[src/rtl/cntr_pkg.sv]
// cntr_pkg: shared constants and next-action encoding for the up/down counter
// Contents: default width, direction constants, action enum.
package cntr_pkg;
    localparam int WIDTH_DEF = 8;
    localparam logic CNT_UP = 1'b1;
    localparam logic CNT_DN = 1'b0;
    typedef enum logic [2:0] {HOLD, CLR, LOAD, INC, DEC} act_t;
endpackage

[src/rtl/cntr_nxt.sv]
// cntr_nxt: combinational next-count value and limit detection
// Ports: cur (current count), din (load value), clr/load/en/up (controls),
//        nxt (next count), wrap (count crossed a limit and wrapped),
//        block (count held at a limit).
// Macro: CNTR_SAT_EN selects saturating mode instead of wrap mode.
module cntr_nxt
    import cntr_pkg::*;
#(
    parameter int WIDTH = WIDTH_DEF,
    parameter logic [WIDTH-1:0] MAX = '1
) (
    input  logic [WIDTH-1:0] cur,
    input  logic [WIDTH-1:0] din,
    input  logic             clr,
    input  logic             load,
    input  logic             en,
    input  logic             up,
    output logic [WIDTH-1:0] nxt,
    output logic             wrap,
    output logic             block
);
    localparam logic [WIDTH:0] MAXW = {1'b0, MAX};
`ifdef CNTR_SAT_EN
    localparam logic [WIDTH-1:0] TOP = MAX;
    localparam logic [WIDTH-1:0] BOT = '0;
`else
    localparam logic [WIDTH-1:0] TOP = '0;
    localparam logic [WIDTH-1:0] BOT = MAX;
`endif
    act_t act;
    logic [WIDTH:0] inc, dec;
    logic lim;
    // The extra bit catches overflow above MAX and borrow below 0.
    always_comb begin
        act = clr ? CLR : load ? LOAD : en ? (up == CNT_UP ? INC : DEC) : HOLD;
        inc = {1'b0, cur} + 1'b1;
        dec = {1'b0, cur} - 1'b1;
        lim = (act == INC && inc > MAXW) || (act == DEC && dec[WIDTH]);
        nxt = act == CLR  ? '0 :
              act == LOAD ? (din > MAX ? MAX : din) :
              act == INC  ? (lim ? TOP : inc[WIDTH-1:0]) :
              act == DEC  ? (lim ? BOT : dec[WIDTH-1:0]) : cur;
    end
`ifdef CNTR_SAT_EN
    assign wrap  = 1'b0;
    assign block = lim;
`else
    assign wrap  = lim;
    assign block = 1'b0;
`endif
endmodule

[src/rtl/cntr_updn_mod.sv]
// cntr_updn_mod: registered up/down counter with clear, load and limit pulses
// Ports: clk, nrst (async active-low), en, up, clr, load, din,
//        dout (count), tc (wrap pulse), sat (saturation pulse).
// Macro: CNTR_SAT_EN selects saturating mode; otherwise wraps and sat stays 0.
module cntr_updn_mod
    import cntr_pkg::*;
#(
    parameter int WIDTH = WIDTH_DEF,
    parameter logic [WIDTH-1:0] MAX = '1
) (
    input  logic             clk,
    input  logic             nrst,
    input  logic             en,
    input  logic             up,
    input  logic             clr,
    input  logic             load,
    input  logic [WIDTH-1:0] din,
    output logic [WIDTH-1:0] dout,
    output logic             tc,
    output logic             sat
);
    logic [WIDTH-1:0] nxt;
    logic wrap, block;
    cntr_nxt #(.WIDTH(WIDTH), .MAX(MAX)) u_nxt (
        .cur(dout), .din(din), .clr(clr), .load(load), .en(en), .up(up),
        .nxt(nxt), .wrap(wrap), .block(block)
    );
    // block is constant 0 in wrap mode, so sat reduces to a constant 0.
    always_ff @(posedge clk or negedge nrst)
        if (!nrst) begin
            dout <= '0;
            tc   <= 1'b0;
            sat  <= 1'b0;
        end else begin
            dout <= nxt;
            tc   <= wrap;
            sat  <= block;
        end
endmodule

[config.mk]
export PLATFORM = sky130hd
export DESIGN_NAME = cntr_updn_mod
export DESIGN_NICKNAME = d
export VERILOG_FILES = /design/src/rtl/cntr_pkg.sv /design/src/rtl/cntr_nxt.sv /design/src/rtl/cntr_updn_mod.sv
export SDC_FILE = /design/constraint.sdc
export NUM_CORES = 1
export LEC_CHECK = 0
export ABC_AREA = 0
export BUFFER_PORTS_ARGS = -buffer_cell sky130_fd_sc_hd__buf_2
export CORE_AREA = 4 4 63 65
export DETAILED_ROUTE_END_ITERATION = 16
export DIE_AREA = 0 0 67 69
export GPL_TIMING_DRIVEN = 0
export PLACE_DENSITY = 0.52
export REMOVE_ABC_BUFFERS = 1
export SETUP_SLACK_MARGIN = 0.5
export SLEW_MARGIN = 10
export SYNTH_ARGS = -nofsm -noshare
export SYNTH_HDL_FRONTEND = slang
export SYNTH_HIERARCHICAL = 1
export SYNTH_SLANG_ARGS = --single-unit
[constraint.sdc]
create_clock -name clk -period 5 [get_ports clk]
set_input_delay 0.25 -clock clk [delete_from_list [all_inputs] [get_ports clk]]
set_output_delay 0.25 -clock clk [all_outputs]
set_load 0.01 [all_outputs]
==> impl_results.html, run 1 <==
<table>
<tr><th>Metric</th><th>Value</th></tr>
<tr><th colspan="2">Critical path</th></tr>
<tr><td>Crit path largest cell delay</td><td>0.59 ns</td></tr>
<tr><td>Worst EP arrival</td><td>between 2 and 2.5 ns</td></tr>
<tr><td>CP endpoint kind</td><td>register</td></tr>
<tr><td>Sort of element at the start of the critical path</td><td>register</td></tr>
<tr><td>Worst path cell trace</td><td>inv_1 -&gt; ha_1 -&gt; nand2b_1 -&gt; nor4b_4 -&gt; o211ai_2 -&gt; and3_1 -&gt; o31a_1</td></tr>
<tr><td>Slowest cell on crit path</td><td>dfrtp_1</td></tr>
<tr><td>Class of the most critical setup path</td><td>register to register</td></tr>
<tr><td>Maximum fanout along the worst path</td><td>9</td></tr>
<tr><td>Critical path required time</td><td>5.15 ns</td></tr>
<tr><th colspan="2">GRT</th></tr>
<tr><td>Initial antenna violation count</td><td>0</td></tr>
<tr><td>First-pass GRT wire length</td><td>4.30 mm</td></tr>
<tr><td>Global-route congestion overflow total</td><td>0</td></tr>
<tr><td>Aggregate global-route resource usage</td><td>12.0%</td></tr>
<tr><td>Met1 Track Usage GR</td><td>15.6%</td></tr>
<tr><td>Most Used Layer, Global Route</td><td>met2</td></tr>
<tr><td>Met3 GRT Util</td><td>2.27%</td></tr>
<tr><td>Via count of the first global-routing pass</td><td>918</td></tr>
<tr><td>Grt met2 use</td><td>18.7%</td></tr>
<tr><td>Largest net degree at the start of global routing</td><td>21</td></tr>
<tr><th colspan="2">Pwr</th></tr>
<tr><td>Power per Cell Area</td><td>approximately 210 nW/um2</td></tr>
<tr><td>Leak Pwr</td><td>0.000508 uW</td></tr>
<tr><td>Maximum vdd drop</td><td>between 0.00005 and 0.00006 V</td></tr>
<tr><th colspan="2">Clock network</th></tr>
<tr><td>Count of buffers added by post-CTS timing repair for setup</td><td>0</td></tr>
<tr><td>Worst-path clk slew</td><td>0.07 ns</td></tr>
<tr><td>Clock tree buffer depth</td><td>2</td></tr>
<tr><td>Total of cells resized after clock tree synthesis</td><td>0</td></tr>
<tr><td>Number of buffers created by CTS</td><td>3</td></tr>
<tr><td>Worst skew pair latency</td><td>0.27 ns</td></tr>
<tr><td>CTS tree</td><td>done</td></tr>
<tr><td>Level count of the clock H-tree</td><td>1</td></tr>
<tr><td>Number of clock sinks</td><td>10</td></tr>
<tr><td>Number of hold buffers added after cts</td><td>1</td></tr>
<tr><td>Root buffer selected by CTS</td><td>clkbuf_4</td></tr>
<tr><th colspan="2">Logic synthesis</th></tr>
<tr><td>Total of flip-flops plus latches after synthesis</td><td>10</td></tr>
<tr><td>Cell types occupying the most area after synthesis</td><td>dfrtp_1 26%, xnor2_1 7.2%, a21oi_1 6.1%</td></tr>
<tr><td>Synth Area per Inst</td><td>around 8.3 um2</td></tr>
<tr><td>Post-Synthesis Cell Area</td><td>980 um2</td></tr>
<tr><td>Primary FF master, synth</td><td>dfrtp_1</td></tr>
<tr><td>Count of yosys warnings during synthesis</td><td>6</td></tr>
<tr><td>Portion of synthesized cell area occupied by the leading cell type</td><td>about a quarter</td></tr>
<tr><td>Synth async-reset ratio</td><td>100%</td></tr>
<tr><td>Most area-hungry cell type in the Yosys netlist</td><td>dfrtp_1</td></tr>
<tr><td>Count of flip-flops with a built-in enable after synthesis</td><td>0</td></tr>
<tr><td>Number of standard cells after synthesis</td><td>118</td></tr>
<tr><td>Seq/Total Area, Yosys</td><td>25.5%</td></tr>
<tr><td>Cell variety after synth</td><td>43</td></tr>
<tr><th colspan="2">Detailed routing</th></tr>
<tr><td>Number of nets with antenna violations after routing</td><td>0</td></tr>
<tr><td>Total wire length</td><td>2.57 mm</td></tr>
<tr><td>Vias</td><td>between 900 and 1,000</td></tr>
<tr><td>Number of DRC markers in iteration 0</td><td>93</td></tr>
<tr><td>DRC viols</td><td>0</td></tr>
<tr><td>Via/cell ratio</td><td>4.96</td></tr>
<tr><td>Average wire per standard cell</td><td>14.0 um</td></tr>
<tr><td>Detailed Routing Iterations Pass 1</td><td>4</td></tr>
<tr><th colspan="2">Cells and area</th></tr>
<tr><td>Area grow syn2layout</td><td>14.4%</td></tr>
<tr><td>Final core occ</td><td>33.6%</td></tr>
<tr><td>Final antenna diode count</td><td>0</td></tr>
<tr><td>Fraction of layout instances using a drive strength above 1</td><td>27.0%</td></tr>
<tr><td>Nets</td><td>155</td></tr>
<tr><th colspan="2">Floorplanning</th></tr>
<tr><td>Area of the die</td><td>4620 um2</td></tr>
<tr><td>Boundary Pins</td><td>24</td></tr>
<tr><td>Die height</td><td>69 um</td></tr>
<tr><td>Row count</td><td>21</td></tr>
<tr><td>Core area</td><td>3340 um2</td></tr>
<tr><td>Overall die width</td><td>67 um</td></tr>
<tr><td>Initial core utilization</td><td>29.4%</td></tr>
<tr><th colspan="2">STA</th></tr>
<tr><td>Unrepaired setup endpoints after global routing</td><td>false</td></tr>
<tr><td>Skew final</td><td>slightly below 0.007 ns</td></tr>
<tr><td>Hold Violations, Final</td><td>0</td></tr>
<tr><td>Achievable clock frequency</td><td>0.452 GHz</td></tr>
<tr><td>Post-route fraction of the period consumed by the critical path</td><td>44.2%</td></tr>
<tr><td>Minimum clock period</td><td>2.21 ns</td></tr>
<tr><td>Final Max Slew Viols</td><td>0</td></tr>
<tr><td>Final count of negative-setup-slack endpoints</td><td>0</td></tr>
<tr><td>Sum Neg Setup Slack</td><td>0 ns</td></tr>
<tr><th colspan="2">Flow run</th></tr>
<tr><td>Count of maximum capacitance violations</td><td>0</td></tr>
<tr><th colspan="2">Placement</th></tr>
<tr><td>Sum of net half-perimeters after detailed placement</td><td>between 1.5 and 2 mm</td></tr>
<tr><td>Port Buffer Count</td><td>23</td></tr>
<tr><td>Final RePlAce weighted congestion</td><td>0.801</td></tr>
<tr><th colspan="2">Hold path</th></tr>
<tr><td>Path type of the worst min-delay path</td><td>input port to register</td></tr>
<tr><th colspan="2">Run status</th></tr>
<tr><td>Status</td><td>finished, final reports clean</td></tr>
</table>
-- metrics by stage --
stage	power [uW]	hold WS, ns	cell area, um2	setup slack [ns]	std cells
after detailed placement	160	0.131	1070	2.79	178
after global placement	158	0.127	1070	2.84	178
after floorplan	134	-0.0456	902	3.00	109
final	232	0.238	1120	2.79	183
after global routing	250	0.234	1120	2.62	183
after CTS	236	0.230	1120	2.77	183
-- worst max-delay path: cells and delay by family (launching register included) --
| family | cells | cell delay [ns] |
|---|---|---|
| flops | 1 | 0.59 |
| compound gates | 2 | 0.41 |
| fa+ha+maj | 1 | 0.35 |
| buf+inv | 1 | 0.12 |
| simple gates | 3 | 0.63 |
-- registers in the layout (all words and copies together) (netlist names) --
| signal | flops |
|---|---|
| dout | 8 |
| sat | 1 |
| tc | 1 |
-- report_power, final --
group / internal (uW) / switching (uW)
Combinational: 27.6 / 32.1
Clock: 44.2 / 29.6
Sequential: 85.8 / 12.5
Total: 158 / 74.2
-- layout make-up --
cell class,instances,area [um2]
inverter,7,26.3
clock buffer,4,36.3
multi-input combinational,92,626
fill,380,2220
tap,46,57.6
timing repair buffer,24,125
sequential,10,250
-- layer usage --
| layer | part of all wire (%) | up-vias |
|---|---|---|
| li1 | - | 455 |
| met1 | 48 | 428 |
| met2 | 47 | 20 |
| met3 | 3.9 | 4 |
| met4 | 1.4 | 0 |
| met5 | 0 | - |
-- kinds of logic (layout without fill, tap and decap cells) --
| logic type | Yosys count | after routing | synth area share, % |
|---|---|---|---|
| AND/OR/NAND/NOR | 52 | 52 | 33.3 |
| AO/OA/AOI/OAI | 27 | 27 | 18.3 |
| XOR/XNOR | 9 | 9 | 8.05 |
| other | 1 | 1 | 0.383 |
| flip-flops | 10 | 10 | 25.5 |
| buffers and inverters | 16 | 35 | 10.6 |
| adder cells (fa/ha/maj) | 3 | 3 | 3.83 |
-- path summary, 6_finish.rpt --
kind / startpoint / end / slack, ns / depth (start not counted)
setup / recovery: dout[0]$_DFF_PN0_ / dout[3]$_DFF_PN0_ / 2.79 / 7
hold / removal: din[6] / dout[6]$_DFF_PN0_ / 0.24 / 3
setup reg to reg: dout[0]$_DFF_PN0_ / dout[3]$_DFF_PN0_ / 2.79 / 7
hold reg to reg: dout[7]$_DFF_PN0_ / dout[7]$_DFF_PN0_ / 0.76 / 3
max in group asynchronous: nrst / dout[2]$_DFF_PN0_ / 4.42 / 2
min in group asynchronous: nrst / dout[6]$_DFF_PN0_ / 0.37 / 2
-- synthesized netlist by cell type (2+ instances only) --
cell type	n
and4bb_2	2
a31oi_1	2
xnor2_1	8
clkbuf_1	2
inv_1	7
nand2b_1	2
nand3_1	11
clkbuf_8	2
nand4_1	2
ha_1	3
buf_6	2
nor2_1	7
nor2b_1	3
and3_1	4
nor3_1	4
dfrtp_1	10
a221oi_1	2
nand2_1	8
o21ai_0	2
a21oi_1	12
-- cell usage in the layout (no fill, tap or decap), types with 4 or more instances in the layout --
cell type	instances
buf_2	23
a21oi_1	12
nand3_1	11
dfrtp_1	10
xnor2_1	8
nand2_1	8
inv_1	7
nor2_1	7
and3_1	4
nor3_1	4
Power figures use the tool's default switching activity.
==> run 2, diff against run 1 <==
--- a/config.mk
+++ b/config.mk
@@ -11,7 +11,7 @@
 export DETAILED_ROUTE_END_ITERATION = 16
 export DIE_AREA = 0 0 67 69
 export GPL_TIMING_DRIVEN = 0
-export PLACE_DENSITY = 0.52
+export PLACE_DENSITY = 0.54
 export REMOVE_ABC_BUFFERS = 1
 export SETUP_SLACK_MARGIN = 0.5
 export SLEW_MARGIN = 10
==> constraint.sdc (replaced) <==
create_clock -name clk -period 1.95 [get_ports clk]
set_input_delay 0.0975 -clock clk [delete_from_list [all_inputs] [get_ports clk]]
set_output_delay 0.0975 -clock clk [all_outputs]
set_load 0.01 [all_outputs]
==> run 2 against run 1 <==
Net effect:
- total power grew to 2.9 times the previous value
- global-route usage up 0.92 points
- worst setup slack got worse by 2.7 ns
- via count grew 12%
- clock skew decreased by 0.0034 ns
- largest power group unchanged
==> impl_results.html, run 2 (synthesis gave the netlist of run 1 again) <==
<table>
<tr><th>Metric</th><th>Value</th></tr>
<tr><th colspan="2">Run status</th></tr>
<tr><td>Status</td><td>finished, final reports clean</td></tr>
<tr><th colspan="2">GRT</th></tr>
<tr><td>Aggregate global-route resource usage</td><td>12.9%</td></tr>
<tr><td>Global-route congestion overflow total</td><td>0</td></tr>
<tr><td>Via count of the first global-routing pass</td><td>965</td></tr>
<tr><td>Largest net degree at the start of global routing</td><td>21</td></tr>
<tr><td>First-pass GRT wire length</td><td>4.64 mm</td></tr>
<tr><td>Initial antenna violation count</td><td>0</td></tr>
<tr><th colspan="2">Cells and area</th></tr>
<tr><td>Highest-count cells in the layout ignoring fill and taps</td><td>23 x buf_2, 14 x buf_4, 11 x a21oi_1</td></tr>
<tr><td>Commonest non-fill, non-tap cell in the layout</td><td>buf_2</td></tr>
<tr><td>Area grow syn2layout</td><td>38.2%</td></tr>
<tr><td>Finished layout cell area</td><td>~1400 um2</td></tr>
<tr><td>Fraction of layout instances using a drive strength above 1</td><td>approximately 47%</td></tr>
<tr><td>Nets</td><td>around 170</td></tr>
<tr><td>Biggest regs</td><td>dout (8), sat (1), tc (1)</td></tr>
<tr><td>Largest register FFs</td><td>8</td></tr>
<tr><td>Final antenna diode count</td><td>0</td></tr>
<tr><td>Register with the most flip-flops</td><td>dout</td></tr>
<tr><td>Final core occ</td><td>40.6%</td></tr>
<tr><th colspan="2">Hold path</th></tr>
<tr><td>Path type of the worst min-delay path</td><td>input port to register</td></tr>
<tr><th colspan="2">Detailed routing</th></tr>
<tr><td>Met2 routed wirelength</td><td>approximately 1.4 mm</td></tr>
<tr><td>Number of nets with antenna violations after routing</td><td>0</td></tr>
<tr><td>Uppermost layer routed</td><td>met4</td></tr>
<tr><td>Total met3 wirelength after detailed routing</td><td>207 um</td></tr>
<tr><td>Average wire per standard cell</td><td>15.1 um</td></tr>
<tr><td>Total wire length</td><td>around 3 mm</td></tr>
<tr><td>Vias</td><td>1,016</td></tr>
<tr><td>Number of DRC markers in iteration 0</td><td>65</td></tr>
<tr><td>DRC viols</td><td>0</td></tr>
<tr><td>Via/cell ratio</td><td>5.11</td></tr>
<tr><td>M1 WL</td><td>1.31 mm</td></tr>
<tr><td>Detailed Routing Iterations Pass 1</td><td>4</td></tr>
<tr><th colspan="2">Floorplanning</th></tr>
<tr><td>Area of the die</td><td>4620 um2</td></tr>
<tr><td>Initial core utilization</td><td>29.4%</td></tr>
<tr><td>Boundary Pins</td><td>24</td></tr>
<tr><td>Row count</td><td>21</td></tr>
<tr><td>Overall die width</td><td>about 67 um</td></tr>
<tr><td>Core area</td><td>3340 um2</td></tr>
<tr><td>Die height</td><td>around 69 um</td></tr>
<tr><th colspan="2">Critical path</th></tr>
<tr><td>Worst path cell trace</td><td>ha_4 -&gt; xnor2_4 -&gt; nor4b_4 -&gt; o211ai_2 -&gt; and3_1 -&gt; o31a_1</td></tr>
<tr><td>Family of cells with the greatest summed delay on the critical path</td><td>simple AND/OR/NAND/NOR gates</td></tr>
<tr><td>Worst EP arrival</td><td>1.99 ns</td></tr>
<tr><td>Worst setup path endpoint</td><td>dout[3]$_DFF_PN0_</td></tr>
<tr><td>Class of the most critical setup path</td><td>register to register</td></tr>
<tr><td>Worst Reg-to-Reg Cells</td><td>6</td></tr>
<tr><td>Number of gates on the worst path with buffers counted</td><td>6</td></tr>
<tr><td>Crit path largest cell delay</td><td>0.47 ns</td></tr>
<tr><td>Maximum fanout along the worst path</td><td>5</td></tr>
<tr><td>Register-to-register setup slack</td><td>0.12 ns</td></tr>
<tr><td>Buffer and inverter count on the worst path</td><td>0</td></tr>
<tr><td>CP endpoint kind</td><td>register</td></tr>
<tr><td>Slowest cell on crit path</td><td>dfrtp_2</td></tr>
<tr><td>RR Startpoint</td><td>dout[1]$_DFF_PN0_</td></tr>
<tr><td>Critical path required time</td><td>between 2 and 2.5 ns</td></tr>
<tr><td>Sort of element at the start of the critical path</td><td>register</td></tr>
<tr><td>RR Endpoint</td><td>dout[3]$_DFF_PN0_</td></tr>
<tr><td>Launch point of the critical path</td><td>dout[1]$_DFF_PN0_</td></tr>
<tr><th colspan="2">Clock network</th></tr>
<tr><td>Number of buffers created by CTS</td><td>3</td></tr>
<tr><td>Clock tree buffer depth</td><td>2</td></tr>
<tr><td>CTS tree</td><td>done</td></tr>
<tr><td>Root buffer selected by CTS</td><td>clkbuf_4</td></tr>
<tr><td>Worst skew pair latency</td><td>0.27 ns</td></tr>
<tr><td>Worst-path clk slew</td><td>0.08 ns</td></tr>
<tr><td>Number of clock sinks</td><td>10</td></tr>
<tr><td>Level count of the clock H-tree</td><td>1</td></tr>
<tr><th colspan="2">STA</th></tr>
<tr><td>Achievable clock frequency</td><td>0.545 GHz</td></tr>
<tr><td>Unrepaired setup endpoints after global routing</td><td>true</td></tr>
<tr><td>Post-route fraction of the period consumed by the critical path</td><td>between 90% and 100%</td></tr>
<tr><td>Transition time at the pin with the least slew margin</td><td>approximately 0.60 ns</td></tr>
<tr><td>Normalized max-slew margin</td><td>around 60%</td></tr>
<tr><td>Minimum clock period</td><td>~1.8 ns</td></tr>
<tr><td>Hold Violations, Final</td><td>0</td></tr>
<tr><td>Final Max Slew Viols</td><td>0</td></tr>
<tr><td>Skew final</td><td>between 0.003 and 0.004 ns</td></tr>
<tr><td>Sum Neg Setup Slack</td><td>0 ns</td></tr>
<tr><td>Final count of negative-setup-slack endpoints</td><td>0</td></tr>
<tr><th colspan="2">Pwr</th></tr>
<tr><td>Maximum vdd drop</td><td>0.000152 V</td></tr>
<tr><td>Leak Pwr</td><td>0.000595 uW</td></tr>
<tr><td>Power per Cell Area</td><td>488 nW/um2</td></tr>
<tr><th colspan="2">Placement</th></tr>
<tr><td>Final RePlAce weighted congestion</td><td>0.813</td></tr>
<tr><td>Sum of net half-perimeters after detailed placement</td><td>1.83 mm</td></tr>
<tr><td>Post-Place Cell Area</td><td>around 1100 um2</td></tr>
<tr><td>Port Buffer Count</td><td>23</td></tr>
<tr><th colspan="2">Flow run</th></tr>
<tr><td>Count of maximum capacitance violations</td><td>0</td></tr>
</table>
[run 2: cell count changes in the layout (fill, tap and decap cells not counted), sizes merged]
| cell | delta |
|---|---|
| buf | +16 |
[run 2: where the power goes]
part	total [uW]	internal, uW	switching [uW]
clock	196	113	82.2
combinational	215	105	110
sequential	250	221	29.0
total	661	440	221
[run 2: area by class of cell]
type | count | area, um2
clock buffers | 4 | 36.3
fillers | 347 | 1980
inverters | 7 | 26.3
multi-input cells | 92 | 726
flip-flops and latches | 10 | 255
well taps | 46 | 57.6
repair buffers | 40 | 253
[run 2: worst min-delay path: cells and delay by family]
family	cells	cell delay [ns]
compound gates	1	0.06
buf+inv	2	0.14
[run 2: layer usage]
layer,track usage (%),vias to the layer above
met5,0,-
met4,7.21,0
met3,1.62,8
met2,19.9,44
met1,17.1,477
li1,-,487
[run 2: what timing repair did]
item / CTS / global route
hold endpoints to repair: 10 / 0
buffers inserted: 11 / 5
resized for setup: 17 / 9
endpoints found under the setup margin: 9 / 9
hold buffers: 1 / 0
pin swaps: 15 / 15
[run 2: per-stage QoR]
step           total power (uW)  setup slack (ns)  cells  hold slack [ns]
2_1_floorplan               343           -0.0484    109           -0.198
3_3_place_gp                405            -0.203    178          -0.0265
3_5_place_dp                408            -0.226    178          -0.0225
4_1_cts                     645            0.0838    194           0.0722
5_1_grt                     697            0.0720    199           0.0815
6_report                    661             0.115    199           0.0690
[run 2: how the worst min path moves through the flow]
stage / startpoint / endpoint / slack, ns / cells past startpoint
3_5_place_dp: nrst / dout[6]$_DFF_PN0_ / -0.02 / 1
5_1_grt: din[4] / dout[4]$_DFF_PN0_ / 0.08 / 3
6_report: din[6] / dout[6]$_DFF_PN0_ / 0.07 / 3
2_1_floorplan: nrst / dout[0]$_DFF_PN0_ / -0.20 / 0
3_3_place_gp: nrst / dout[6]$_DFF_PN0_ / -0.03 / 1
4_1_cts: din[6] / dout[6]$_DFF_PN0_ / 0.07 / 3
==> run 3, diff against run 2 <==
--- a/config.mk
+++ b/config.mk
@@ -7,14 +7,14 @@
 export LEC_CHECK = 0
 export ABC_AREA = 0
 export BUFFER_PORTS_ARGS = -buffer_cell sky130_fd_sc_hd__buf_2
-export CORE_AREA = 4 4 63 65
+export CORE_AREA = 2 2 61 63
 export DETAILED_ROUTE_END_ITERATION = 16
-export DIE_AREA = 0 0 67 69
+export DIE_AREA = 0 0 63 65
 export GPL_TIMING_DRIVEN = 0
 export PLACE_DENSITY = 0.54
 export REMOVE_ABC_BUFFERS = 1
 export SETUP_SLACK_MARGIN = 0.5
-export SLEW_MARGIN = 10
+export SLEW_MARGIN = 30
 export SYNTH_ARGS = -nofsm -noshare
 export SYNTH_HDL_FRONTEND = slang
 export SYNTH_HIERARCHICAL = 1
==> run 3 against run 2 <==
Net effect:
- sequential share of layout area rose by 0.65 points
- total power down 2.3%
- fmax down 4.8%
- sequential power is 2% higher
- core utilization is 3.1 points lower
- die area is 11% lower
- routed wire length fell by 6.0%
- critical path depth grew 1
==> impl_results.html, run 3 (synthesis gave the netlist of run 1 again) <==
<table>
<tr><th>Metric</th><th>Value</th></tr>
<tr><th colspan="2">Cells and area</th></tr>
<tr><td>Register with the most flip-flops</td><td>dout</td></tr>
<tr><td>Commonest non-fill, non-tap cell in the layout</td><td>buf_2</td></tr>
<tr><td>Highest-count cells in the layout ignoring fill and taps</td><td>23 x buf_2, 11 x a21oi_1, 10 x buf_4</td></tr>
<tr><td>Largest register FFs</td><td>8</td></tr>
<tr><td>Fraction of layout instances using a drive strength above 1</td><td>43.0%</td></tr>
<tr><td>Storage element area</td><td>255 um2</td></tr>
<tr><td>Final antenna diode count</td><td>0</td></tr>
<tr><td>Fillers</td><td>approximately 380</td></tr>
<tr><td>Biggest regs</td><td>dout (8), sat (1), tc (1)</td></tr>
<tr><td>Nets</td><td>167</td></tr>
<tr><td>Total area of multi-input combinational cells</td><td>706 um2</td></tr>
<tr><td>Area grow syn2layout</td><td>33.6%</td></tr>
<tr><th colspan="2">Detailed routing</th></tr>
<tr><td>Average wire per standard cell</td><td>14.4 um</td></tr>
<tr><td>Number of DRC markers in iteration 0</td><td>69</td></tr>
<tr><td>Number of nets with antenna violations after routing</td><td>0</td></tr>
<tr><td>Total wire length</td><td>2.83 mm</td></tr>
<tr><td>Via/cell ratio</td><td>around 5.3</td></tr>
<tr><td>DRC viols</td><td>0</td></tr>
<tr><td>Vias</td><td>1,037</td></tr>
<tr><td>Detailed Routing Iterations Pass 1</td><td>4</td></tr>
<tr><th colspan="2">Critical path</th></tr>
<tr><td>Sort of element at the start of the critical path</td><td>register</td></tr>
<tr><td>Family of cells with the greatest summed delay on the critical path</td><td>simple AND/OR/NAND/NOR gates</td></tr>
<tr><td>Buffer and inverter count on the worst path</td><td>1</td></tr>
<tr><td>Crit path largest cell delay</td><td>0.46 ns</td></tr>
<tr><td>Worst path cell trace</td><td>buf_6 -&gt; ha_4 -&gt; nand2b_4 -&gt; nor4b_4 -&gt; o211ai_2 -&gt; and3_1 -&gt; o31a_1</td></tr>
<tr><td>Critical path required time</td><td>2.10 ns</td></tr>
<tr><td>Worst EP arrival</td><td>2.07 ns</td></tr>
<tr><td>Slowest cell on crit path</td><td>dfrtp_2</td></tr>
<tr><td>CP endpoint kind</td><td>register</td></tr>
<tr><td>Maximum fanout along the worst path</td><td>4</td></tr>
<tr><td>Class of the most critical setup path</td><td>register to register</td></tr>
<tr><th colspan="2">GRT</th></tr>
<tr><td>Largest net degree at the start of global routing</td><td>21</td></tr>
<tr><td>Initial antenna violation count</td><td>0</td></tr>
<tr><td>First-pass GRT wire length</td><td>4.65 mm</td></tr>
<tr><td>Global-route congestion overflow total</td><td>0</td></tr>
<tr><td>Aggregate global-route resource usage</td><td>approximately 14%</td></tr>
<tr><td>Via count of the first global-routing pass</td><td>1,004</td></tr>
<tr><th colspan="2">Clock network</th></tr>
<tr><td>Number of buffers created by CTS</td><td>3</td></tr>
<tr><td>CTS tree</td><td>done</td></tr>
<tr><td>Clock tree buffer depth</td><td>2</td></tr>
<tr><td>Level count of the clock H-tree</td><td>1</td></tr>
<tr><td>Root buffer selected by CTS</td><td>clkbuf_4</td></tr>
<tr><td>Worst-path clk slew</td><td>0.08 ns</td></tr>
<tr><td>Number of clock sinks</td><td>10</td></tr>
<tr><td>Worst skew pair latency</td><td>0.27 ns</td></tr>
<tr><th colspan="2">Flow run</th></tr>
<tr><td>Count of maximum capacitance violations</td><td>0</td></tr>
<tr><th colspan="2">Floorplanning</th></tr>
<tr><td>Overall die width</td><td>63 um</td></tr>
<tr><td>Core area</td><td>3500 um2</td></tr>
<tr><td>Boundary Pins</td><td>24</td></tr>
<tr><td>Row count</td><td>22</td></tr>
<tr><td>Initial core utilization</td><td>28.0%</td></tr>
<tr><td>Area of the die</td><td>4100 um2</td></tr>
<tr><td>Die height</td><td>65 um</td></tr>
<tr><th colspan="2">STA</th></tr>
<tr><td>Unrepaired setup endpoints after global routing</td><td>true</td></tr>
<tr><td>Post-route fraction of the period consumed by the critical path</td><td>a little over nine tenths</td></tr>
<tr><td>Minimum clock period</td><td>1.93 ns</td></tr>
<tr><td>Skew final</td><td>0.00812 ns</td></tr>
<tr><td>Final Max Slew Viols</td><td>0</td></tr>
<tr><td>Hold Violations, Final</td><td>0</td></tr>
<tr><td>Achievable clock frequency</td><td>0.519 GHz</td></tr>
<tr><td>Worst hold slack across all endpoints</td><td>0.0856 ns</td></tr>
<tr><td>Final count of negative-setup-slack endpoints</td><td>0</td></tr>
<tr><th colspan="2">Pwr</th></tr>
<tr><td>Maximum vdd drop</td><td>0.000145 V</td></tr>
<tr><td>Leak Pwr</td><td>roughly 0.00057 uW</td></tr>
<tr><td>Power, Total</td><td>around 650 uW</td></tr>
<tr><td>Power per Cell Area</td><td>approximately 500 nW/um2</td></tr>
<tr><th colspan="2">Placement</th></tr>
<tr><td>Sum of net half-perimeters after detailed placement</td><td>1.89 mm</td></tr>
<tr><td>Final RePlAce weighted congestion</td><td>0.859</td></tr>
<tr><td>Port Buffer Count</td><td>23</td></tr>
<tr><th colspan="2">Hold path</th></tr>
<tr><td>Path type of the worst min-delay path</td><td>input port to register</td></tr>
<tr><th colspan="2">Run status</th></tr>
<tr><td>Status</td><td>finished, final reports clean</td></tr>
</table>
## run 3: cell count changes in the layout (fill, tap and decap cells not counted), moves of 2 or more
cell / previous run / this run
buf_4: 14 / 10
a221oi_1: 0 / 2
a221oi_2: 2 / 0
nand3_1: 7 / 9
## run 3: layout make-up
type	instances	area share, %
multi-input cells	92	53.9
flip-flops and latches	10	19.5
repair buffers	36	17.0
well taps	48	4.59
clock buffers	4	2.77
inverters	7	2.20
## run 3: per-stage QoR
step / std cells / setup TNS (ns) / cell area [um2] / setup WS (ns) / util, %
finish: 197 / 0 / 1310 / 0.0223 / 37.4
global route: 197 / -0.0441 / 1310 / -0.0268 / 37.4
CTS: 197 / 0 / 1280 / 0.109 / 36.6
detailed placement: 180 / -0.695 / 1080 / -0.232 / 30.8
global placement: 180 / -0.646 / 1080 / -0.221 / 30.8
floorplan: 109 / -0.0484 / 902 / -0.0484 / -
## run 3: repair_timing
item	4_1_cts	5_1_grt
hold buffers	1	0
setup buffers	12	0
resized for setup	14	8
pin swaps	12	10
endpoints found under the setup margin	9	9
hold endpoints to repair	10	0
## run 3: worst reg2reg max path, stage by stage, from the launching register on
cell and delay, ns:
dfrtp_2 0.46, buf_6 0.14, ha_4 0.14, nand2b_4 0.14, nor4b_4 0.35, o211ai_2 0.15, and3_1 0.21, o31a_1 0.23
## run 3: path summary, 6_finish.rpt
check / startpoint / to / slack (ns) / cells past startpoint
worst max-delay path: dout[1]$_DFF_PN0_ / dout[3]$_DFF_PN0_ / 0.02 / 7
worst min-delay path: din[6] / dout[6]$_DFF_PN0_ / 0.09 / 3
worst max register to register: dout[1]$_DFF_PN0_ / dout[3]$_DFF_PN0_ / 0.02 / 7
worst min register to register: dout[7]$_DFF_PN0_ / dout[7]$_DFF_PN0_ / 0.76 / 3
max in group asynchronous: nrst / dout[3]$_DFF_PN0_ / 1.50 / 2
min in group asynchronous: nrst / dout[0]$_DFF_PN0_ / 0.22 / 2
## run 3: power breakdown
part	leakage (uW)	switching, uW	internal (uW)
Sequential	0.000125	33.4	221
Clock	0.0000210	77.4	113
Combinational	0.000424	100	99.9
Total	0.000570	211	435
## run 3: routing by layer
| metal | global-route usage, % | vias to the layer above | routed length [um] |
|---|---|---|---|
| li1 | - | 484 | - |
| met1 | 17.4 | 489 | 1170 |
| met2 | 25.9 | 52 | 1410 |
| met3 | 1.74 | 12 | 176 |
| met4 | 5.83 | 0 | 77 |
| met5 | 0 | - | 0 |
